**src/rtl/rat_pkg.sv**
```systemverilog
// Shared types for the rat maze solver and its replay consumer: moves, grid size, player states.
// Latency: none (definitions only).
// Backpressure: none (definitions only).
package rat_pkg;

    localparam int GRID = 16;
    localparam int MAX  = GRID - 1;

    // Opcode encoding on the replay stream; each move's opposite is its bitwise complement.
    typedef enum logic [1:0] {
        MV_UP    = 2'b00,
        MV_RIGHT = 2'b01,
        MV_LEFT  = 2'b10,
        MV_DOWN  = 2'b11
    } move_t;

    typedef enum logic [2:0] {
        ST_IDLE,
        ST_ARMED,
        ST_PLAY,
        ST_CHECK,
        ST_DONE
    } play_state_t;

    // The stream runs goal-first, so walking it back to the start undoes each move.
    function automatic move_t inverse_move(input move_t m);
        return move_t'(~m);
    endfunction

endpackage

```
**src/rtl/path_fifo.sv**
```systemverilog
// Small synchronous FIFO holding replay opcodes between the stream and the paced walker.
// Latency: a pushed entry is poppable the cycle after the push; pop data is combinational from the head.
// Backpressure: a push while full is discarded unless a pop in the same cycle frees the slot.
module path_fifo #(
    parameter int  DEPTH = 16,
    parameter int  W     = 2,
    localparam int AW    = $clog2(DEPTH)
) (
    input  logic          clk,
    input  logic          rst,
    input  logic          clr,
    input  logic          push,
    input  logic [W-1:0]  push_dat,
    input  logic          pop,
    output logic [W-1:0]  pop_dat,
    output logic          full,
    output logic          empty,
    output logic [AW:0]   count
);

    logic [W-1:0]  mem [DEPTH];
    logic [AW-1:0] wr_ptr;
    logic [AW-1:0] rd_ptr;
    logic          do_push;
    logic          do_pop;

    assign full    = (count == (AW+1)'(DEPTH));
    assign empty   = (count == '0);
    assign pop_dat = mem[rd_ptr];
    assign do_pop  = pop & ~empty;
    assign do_push = push & (~full | do_pop);

    // Pointers wrap naturally because DEPTH is a power of two; clr empties in one cycle.
    always_ff @(posedge clk or negedge rst) begin
        if (!rst) begin
            wr_ptr <= '0;
            rd_ptr <= '0;
            count  <= '0;
        end else if (clr) begin
            wr_ptr <= '0;
            rd_ptr <= '0;
            count  <= '0;
        end else begin
            if (do_push) wr_ptr <= wr_ptr + AW'(1);
            if (do_pop)  rd_ptr <= rd_ptr + AW'(1);
            count <= count + (AW+1)'(do_push) - (AW+1)'(do_pop);
        end
    end

    // Storage needs no reset: an entry is only read after it has been written.
    always_ff @(posedge clk) begin
        if (do_push) mem[wr_ptr] <= push_dat;
    end

endmodule

```
**src/rtl/rat_path_player.sv**
```systemverilog
// Replays the solver's goal-first move stream from (MAX,MAX) back to (0,0) and checks the walk.
// Latency: first step PACE cycles after the first accepted move, then at most one step per PACE cycles.
// Backpressure: none; a move arriving with the FIFO full is dropped and flagged in err_ovf.
module rat_path_player #(
    parameter int  DEPTH = 16,
    parameter int  PACE  = 4,
    parameter int  GRID  = rat_pkg::GRID,
    localparam int CW    = $clog2(GRID)
) (
    input  logic          clk,
    input  logic          rst,
    input  logic          start,
    input  logic          move_valid,
    input  logic [1:0]    move_in,
    input  logic          path_end,
    output logic [CW-1:0] pos_x,
    output logic [CW-1:0] pos_y,
    output logic          pos_valid,
    output logic [7:0]    step_cnt,
    output logic          busy,
    output logic          path_ok,
    output logic          err_oob,
    output logic          err_ovf
);

    import rat_pkg::*;

    localparam int            AW      = $clog2(DEPTH);
    localparam int            PW      = (PACE > 1) ? $clog2(PACE) : 1;
    localparam logic [PW-1:0] PACE_LD = PW'(PACE - 1);
    localparam logic [CW-1:0] PMAX    = CW'(GRID - 1);

    play_state_t   state;
    play_state_t   state_nxt;
    logic [PW-1:0] pace_cnt;
    logic          end_seen;
    logic          fifo_full;
    logic          fifo_empty;
    logic [AW:0]   fifo_count;
    logic [1:0]    fifo_dat;
    logic          accepting;
    logic          arm;
    logic          step;
    logic          push;
    logic          ovf_hit;
    logic [CW-1:0] step_x;
    logic [CW-1:0] step_y;
    logic          step_oob;

    assign accepting = (state == ST_ARMED) || (state == ST_PLAY);
    assign busy      = accepting;
    assign arm       = start && ((state == ST_IDLE) || (state == ST_DONE));
    // A step pops the FIFO, so a push into a full FIFO in the same cycle still fits.
    assign step      = (state == ST_PLAY) && (pace_cnt == '0) && !fifo_empty;
    assign push      = move_valid && accepting && (!fifo_full || step);
    assign ovf_hit   = move_valid && accepting && fifo_full && !step;

    path_fifo #(
        .DEPTH (DEPTH),
        .W     (2)
    ) u_fifo (
        .clk      (clk),
        .rst      (rst),
        .clr      (arm),
        .push     (push),
        .push_dat (move_in),
        .pop      (step),
        .pop_dat  (fifo_dat),
        .full     (fifo_full),
        .empty    (fifo_empty),
        .count    (fifo_count)
    );

    // Candidate position for the head opcode; a move off the grid keeps the old position.
    always_comb begin
        step_x   = pos_x;
        step_y   = pos_y;
        step_oob = 1'b0;
        case (inverse_move(move_t'(fifo_dat)))
            MV_UP:    if (pos_y == PMAX) step_oob = 1'b1; else step_y = pos_y + CW'(1);
            MV_RIGHT: if (pos_x == PMAX) step_oob = 1'b1; else step_x = pos_x + CW'(1);
            MV_LEFT:  if (pos_x == '0)   step_oob = 1'b1; else step_x = pos_x - CW'(1);
            MV_DOWN:  if (pos_y == '0)   step_oob = 1'b1; else step_y = pos_y - CW'(1);
            default:  step_oob = 1'b0;
        endcase
    end

    // State register.
    always_ff @(posedge clk or negedge rst) begin
        if (!rst) state <= ST_IDLE;
        else      state <= state_nxt;
    end

    // Next state: play starts on the first move; finishes once the stream ended and the FIFO drained.
    always_comb begin
        state_nxt = state;
        case (state)
            ST_IDLE:  if (start) state_nxt = ST_ARMED;
            ST_ARMED: begin
                if (move_valid)    state_nxt = ST_PLAY;
                else if (path_end) state_nxt = ST_CHECK;
            end
            ST_PLAY:  if (end_seen && (fifo_count == '0) && !move_valid) state_nxt = ST_CHECK;
            ST_CHECK: state_nxt = ST_DONE;
            ST_DONE:  if (start) state_nxt = ST_ARMED;
            default:  state_nxt = ST_IDLE;
        endcase
    end

    // Pace counter, position walk, step count and the sticky error/result flags.
    always_ff @(posedge clk or negedge rst) begin
        if (!rst) begin
            pos_x     <= PMAX;
            pos_y     <= PMAX;
            pos_valid <= 1'b0;
            step_cnt  <= '0;
            path_ok   <= 1'b0;
            err_oob   <= 1'b0;
            err_ovf   <= 1'b0;
            end_seen  <= 1'b0;
            pace_cnt  <= '0;
        end else begin
            pos_valid <= 1'b0;
            if (arm) begin
                pos_x    <= PMAX;
                pos_y    <= PMAX;
                step_cnt <= '0;
                path_ok  <= 1'b0;
                err_oob  <= 1'b0;
                err_ovf  <= 1'b0;
                end_seen <= 1'b0;
                pace_cnt <= '0;
            end else begin
                if (accepting && path_end) end_seen <= 1'b1;
                if (ovf_hit)               err_ovf  <= 1'b1;
                if ((state == ST_ARMED) && move_valid) begin
                    pace_cnt <= PACE_LD;
                end else if (step) begin
                    pace_cnt  <= PACE_LD;
                    pos_x     <= step_x;
                    pos_y     <= step_y;
                    pos_valid <= 1'b1;
                    if (step_oob)         err_oob  <= 1'b1;
                    if (step_cnt != 8'hFF) step_cnt <= step_cnt + 8'd1;
                end else if ((state == ST_PLAY) && (pace_cnt != '0)) begin
                    pace_cnt <= pace_cnt - PW'(1);
                end
                if (state == ST_CHECK)
                    path_ok <= (pos_x == '0) && (pos_y == '0) && !err_oob && !err_ovf;
            end
        end
    end

endmodule
```
**config.mk**
```make
export PLATFORM = sky130hd
export DESIGN_NAME = rat_path_player
export DESIGN_NICKNAME = d
export VERILOG_FILES = /design/src/rtl/rat_pkg.sv /design/src/rtl/path_fifo.sv /design/src/rtl/rat_path_player.sv
export SDC_FILE = /design/constraint.sdc
export NUM_CORES = 1
export LEC_CHECK = 0
export BUFFER_PORTS_ARGS = -buffer_cell sky130_fd_sc_hd__buf_2
export CAP_MARGIN = 20
export CORE_MARGIN = 3
export CORE_UTILIZATION = 26
export CTS_CLUSTER_DIAMETER = 40
export CTS_CLUSTER_SIZE = 8
export DETAILED_ROUTE_END_ITERATION = 12
export PLACE_DENSITY = 0.41
export SYNTH_ARGS = -nofsm -noshare
export SYNTH_HDL_FRONTEND = slang
export SYNTH_SLANG_ARGS = --single-unit
export TNS_END_PERCENT = 1
```
**constraint.sdc**
```tcl
create_clock -name clk -period 3.9 [get_ports clk]
set_input_delay 0.585 -clock clk [delete_from_list [all_inputs] [get_ports clk]]
set_output_delay 0.585 -clock clk [all_outputs]
set_load 0.05 [all_outputs]
```
==> metrics.txt <==
# TYPE chip_impl_metric gauge
chip_impl_metric{name="post_route_cells_drive_above_1_share",unit=""} 0.187
chip_impl_metric{name="overflow",unit=""} 0
chip_impl_info{name="gr-max-usage-layer",value="met2"} 1
chip_impl_info{name="timing.critical_path.cells",value="mux4_2, a22oi_1, o31a_1, nand2_1, inv_1, ha_1, a21o_1, a21oi_1, nor2_1, a22oi_1, mux2i_1"} 1
chip_impl_metric{name="max-clock-path-buffers",unit=""} 2
chip_impl_metric{name="cts-hold-fix-buffers",unit=""} 0
chip_impl_metric{name="synth_enable_flop_cells",unit=""} 32
chip_impl_info{name="status",value="finished clean"} 1
chip_impl_info{name="layout.cells.most_common_list",value="41 x sky130_fd_sc_hd__nor2_1, 32 x sky130_fd_sc_hd__edfxtp_1, 31 x sky130_fd_sc_hd__dfrtp_1, 27 x sky130_fd_sc_hd__buf_2, 24 x sky130_fd_sc_hd__inv_1"} 1
chip_impl_metric{name="cts_setup_buffers",unit=""} 0
chip_impl_metric{name="p_leak",unit="uW"} 0.00186
chip_impl_metric{name="antenna-diode-count",unit=""} 0
chip_impl_metric{name="initialDrtViolationCount",unit=""} 153
chip_impl_info{name="cp_common_cell",value="sky130_fd_sc_hd__a22oi_1"} 1
chip_impl_metric{name="cp_max_fo",unit=""} 14
chip_impl_metric{name="arrival",unit="ps"} 3540
chip_impl_info{name="crit_start",value="u_fifo.rd_ptr[0]"} 1
chip_impl_metric{name="worst_slack_at_placement",unit="ps"} 537
chip_impl_info{name="cts-root-buf",value="sky130_fd_sc_hd__clkbuf_16"} 1
chip_impl_metric{name="drt_first_pass_iters",unit=""} 4
chip_impl_info{name="hold_path_class",value="input port to asynchronous set/reset pin"} 1
chip_impl_metric{name="clock_latency",unit="ps"} 330
chip_impl_metric{name="synth_area_per_cell",unit="sq um"} 11.3
chip_impl_metric{name="use_met1",unit=""} 0.134
chip_impl_metric{name="critical-path-max-stage-delay",unit="ps"} 670
chip_impl_metric{name="initial_standard_cell_utilization_of_the_core",unit=""} 0.267
chip_impl_metric{name="synthArstFlopShare",unit=""} 0.549
chip_impl_metric{name="floorplan.rows",unit=""} 43
chip_impl_metric{name="final_sum_of_negative_setup_slack",unit="ps"} 0
chip_impl_metric{name="groute.layer.met3.usage",unit=""} 0.0356
chip_impl_metric{name="yosysUniqueCellTypes",unit=""} 54
chip_impl_metric{name="dp.cells",unit=""} 527
chip_impl_info{name="worstSetupEndpointType",value="register"} 1
chip_impl_metric{name="avgViaCountPerCell",unit=""} 4.48
chip_impl_metric{name="routed_wire_length_per_instance",unit="um"} 14.2
chip_impl_metric{name="peakVddDrop",unit="mV"} 0.271
chip_impl_metric{name="power.density_cell_area",unit="mW/mm^2"} 767
chip_impl_metric{name="global_route.usage.met2",unit=""} 0.167
chip_impl_metric{name="finalWeightedCongestion",unit=""} 0.687
chip_impl_metric{name="sequential_element_share_of_the_synthesized_area",unit=""} 0.521
chip_impl_info{name="grt_setup_unrepaired",value="false"} 1
chip_impl_metric{name="die-area",unit="sq mm"} 0.0159
chip_impl_metric{name="globalRouteTotalUtil",unit=""} 0.105
chip_impl_metric{name="clock_tree_sinks",unit=""} 71
chip_impl_metric{name="grt_pass1_wl",unit="um"} 13200
chip_impl_metric{name="place_hpwl",unit="um"} 5390
chip_impl_info{name="critPathSlowestCell",value="sky130_fd_sc_hd__dfrtp_1"} 1
chip_impl_metric{name="place.port_buffers",unit=""} 27
chip_impl_metric{name="drt.antenna.violating_nets",unit=""} 0
chip_impl_metric{name="regToRegSetupSlack",unit="ps"} 620
chip_impl_metric{name="die_height",unit="um"} 126
chip_impl_metric{name="syn-instance-count",unit=""} 330
chip_impl_metric{name="path_clk_slew",unit="ps"} 60
chip_impl_metric{name="max_clock_freq",unit="GHz"} 0.305
chip_impl_metric{name="final-hold-violation-count",unit=""} 0
chip_impl_info{name="reg2reg_from",value="u_fifo.rd_ptr[0]"} 1
chip_impl_metric{name="transition_at_the_pin_with_the_smallest_max_transition_slack",unit="ps"} 926
chip_impl_info{name="timing.critical_path.from_type",value="register"} 1
chip_impl_metric{name="r2r_cells",unit=""} 11
chip_impl_metric{name="postCtsResizedCells",unit=""} 0
chip_impl_info{name="clock_tree_from_tritoncts",value="built"} 1
chip_impl_info{name="most_instantiated_flip_flop_cell_in_the_synthesis_netlist",value="sky130_fd_sc_hd__edfxtp_1"} 1
chip_impl_metric{name="timing.slew.headroom",unit=""} 0.383
chip_impl_metric{name="synthesized_flop_and_latch_total",unit=""} 71
chip_impl_metric{name="detailroute.via_count",unit=""} 2434
chip_impl_info{name="worst-setup-path-type",value="register to register"} 1
chip_impl_metric{name="synth.cell_area",unit="sq mm"} 0.00374
chip_impl_metric{name="fillCellCount",unit=""} 1429
chip_impl_metric{name="final_period_minus_worst_setup_slack",unit="ps"} 3280
chip_impl_metric{name="layoutNonFillerInstCount",unit=""} 543
chip_impl_metric{name="area_growth",unit="%"} 17.1
chip_impl_info{name="path_delay_family",value="compound AO/OA/AOI/OAI gates"} 1
chip_impl_metric{name="final_nets",unit=""} 385
chip_impl_metric{name="path_buf_inv",unit=""} 1
chip_impl_info{name="regToRegEndpoint",value="pos_y[3]"} 1
chip_impl_metric{name="route.detailed.drc",unit=""} 0
chip_impl_metric{name="cts_buffers",unit=""} 9
chip_impl_metric{name="synthesis.nets",unit=""} 357
chip_impl_metric{name="report.final.setup_viol",unit=""} 0
chip_impl_metric{name="fin_worst_skew",unit="ps"} 5.60
chip_impl_metric{name="route.final.wire_length",unit="um"} 7680
chip_impl_metric{name="timing.final.ws_setup",unit="ps"} 617
chip_impl_metric{name="num_io_pins",unit=""} 28
chip_impl_metric{name="critical_path_required",unit="ps"} 4160
chip_impl_metric{name="floorplan.core_area",unit="sq mm"} 0.0140
chip_impl_metric{name="dieWidth",unit="um"} 126
chip_impl_metric{name="fin_crit_sh",unit=""} 0.842
chip_impl_metric{name="grt_pass1_vias",unit=""} 2503
chip_impl_metric{name="yosys_warnings",unit=""} 0
chip_impl_metric{name="cts.htree.levels",unit=""} 3
chip_impl_info{name="layout_commonest_cell",value="sky130_fd_sc_hd__nor2_1"} 1
chip_impl_metric{name="final-max-slew-violation-count",unit=""} 0
chip_impl_metric{name="grt_max_degree",unit=""} 40
chip_impl_metric{name="timing.max_cap.violations",unit=""} 0
chip_impl_metric{name="grt_antenna_before_repair",unit=""} 0
-- registers in the layout (all words and copies together) (netlist names), 2 cells and up --
| signal | cells |
|---|---|
| pace_cnt | 2 |
| pos_x | 4 |
| pos_y | 4 |
| state | 3 |
| step_cnt | 8 |
| u_fifo.count | 5 |
| u_fifo.mem | 32 |
| u_fifo.rd_ptr | 4 |
| u_fifo.wr_ptr | 4 |
-- report_power, final --
group | total (uW) | internal [uW] | switching (uW)
clock network | 863 | 554 | 309
registers | 1150 | 959 | 188
logic | 1350 | 508 | 841
total | 3360 | 2020 | 1340
-- logic make-up after synthesis --
family,synth area share
AO/OA/AOI/OAI,0.0820
multiplexers,0.0693
AND/OR/NAND/NOR,0.171
XOR/XNOR,0.0422
flip-flops,0.521
adder cells (fa/ha/maj),0.0729
buffers and inverters,0.0418
-- per-layer routing --
layer / wire length (um) / share of wire
met1: 3620 / 0.47
met2: 3740 / 0.49
met3: 247 / 0.032
met4: 80 / 0.010
met5: 0 / 0
-- metrics by stage --
step                      total power, uW  instance area (sq um)  hold slack [ps]   util
after detailed placement             2530                   4070              507  0.291
after floorplan                      2210                   3740              289      -
final                                3360                   4380              392  0.313
after global routing                 3640                   4380              460  0.313
after global placement               2530                   4070              508  0.291
after CTS                            3420                   4380              424  0.313
-- worst reg2reg max path: stages (launching register included) --
cell,delay [ps]
sky130_fd_sc_hd__dfrtp_1,670
sky130_fd_sc_hd__mux4_2,590
sky130_fd_sc_hd__a22oi_1,260
sky130_fd_sc_hd__o31a_1,380
sky130_fd_sc_hd__nand2_1,150
sky130_fd_sc_hd__inv_1,110
sky130_fd_sc_hd__ha_1,230
sky130_fd_sc_hd__a21o_1,170
sky130_fd_sc_hd__a21oi_1,170
sky130_fd_sc_hd__nor2_1,60
sky130_fd_sc_hd__a22oi_1,200
sky130_fd_sc_hd__mux2i_1,220
-- how the worst max path moves through the flow --
stage                      endpoint  slack [ps]  cells after the start
floorplan           u_fifo.count[4]         940                     16
global placement           pos_y[3]         610                     11
detailed placement         pos_y[3]         540                     11
CTS                        pos_y[3]         510                     11
global route               pos_y[3]         290                     11
finish                     pos_y[3]         620                     11
-- layout make-up --
type,count,area (sq um),share of cell area
Clock buffer,9,225,0.0514
Clock inverter,7,87.6,0.0200
Inverter,25,93.8,0.0214
Multi-Input combinational cell,221,1640,0.375
Sequential cell,71,1950,0.445
Tap cell,180,225,0.0514
Timing Repair Buffer,30,158,0.0360
-- cell usage after synthesis, types with 3 or more instances --
master	n	area, sq um
sky130_fd_sc_hd__a21o_1	3	22.5
sky130_fd_sc_hd__inv_1	24	90.1
sky130_fd_sc_hd__nand3_1	6	30.0
sky130_fd_sc_hd__dfrtp_1	31	776
sky130_fd_sc_hd__nand2_1	15	56.3
sky130_fd_sc_hd__o22ai_1	3	18.8
sky130_fd_sc_hd__o21ai_0	4	20.0
sky130_fd_sc_hd__nor4_1	4	25.0
sky130_fd_sc_hd__nor3b_1	5	37.5
sky130_fd_sc_hd__xnor2_1	9	78.8
sky130_fd_sc_hd__and3_1	6	37.5
sky130_fd_sc_hd__and2_1	13	81.3
sky130_fd_sc_hd__buf_2	5	25.0
sky130_fd_sc_hd__xor2_1	9	78.8
sky130_fd_sc_hd__nand4_1	4	25.0
sky130_fd_sc_hd__o32ai_1	3	26.3
sky130_fd_sc_hd__nand2b_1	3	18.8
sky130_fd_sc_hd__nor2b_1	5	31.3
sky130_fd_sc_hd__edfxtp_1	32	961
sky130_fd_sc_hd__nor2_1	41	154
sky130_fd_sc_hd__clkbuf_1	7	26.3
sky130_fd_sc_hd__dfstp_2	8	210
sky130_fd_sc_hd__ha_1	17	213
sky130_fd_sc_hd__a21oi_1	15	75.1
sky130_fd_sc_hd__a211oi_1	4	30.0
sky130_fd_sc_hd__mux2i_1	15	150
sky130_fd_sc_hd__fa_1	3	60.1
Note: power is estimated with default switching activity, not from simulation.
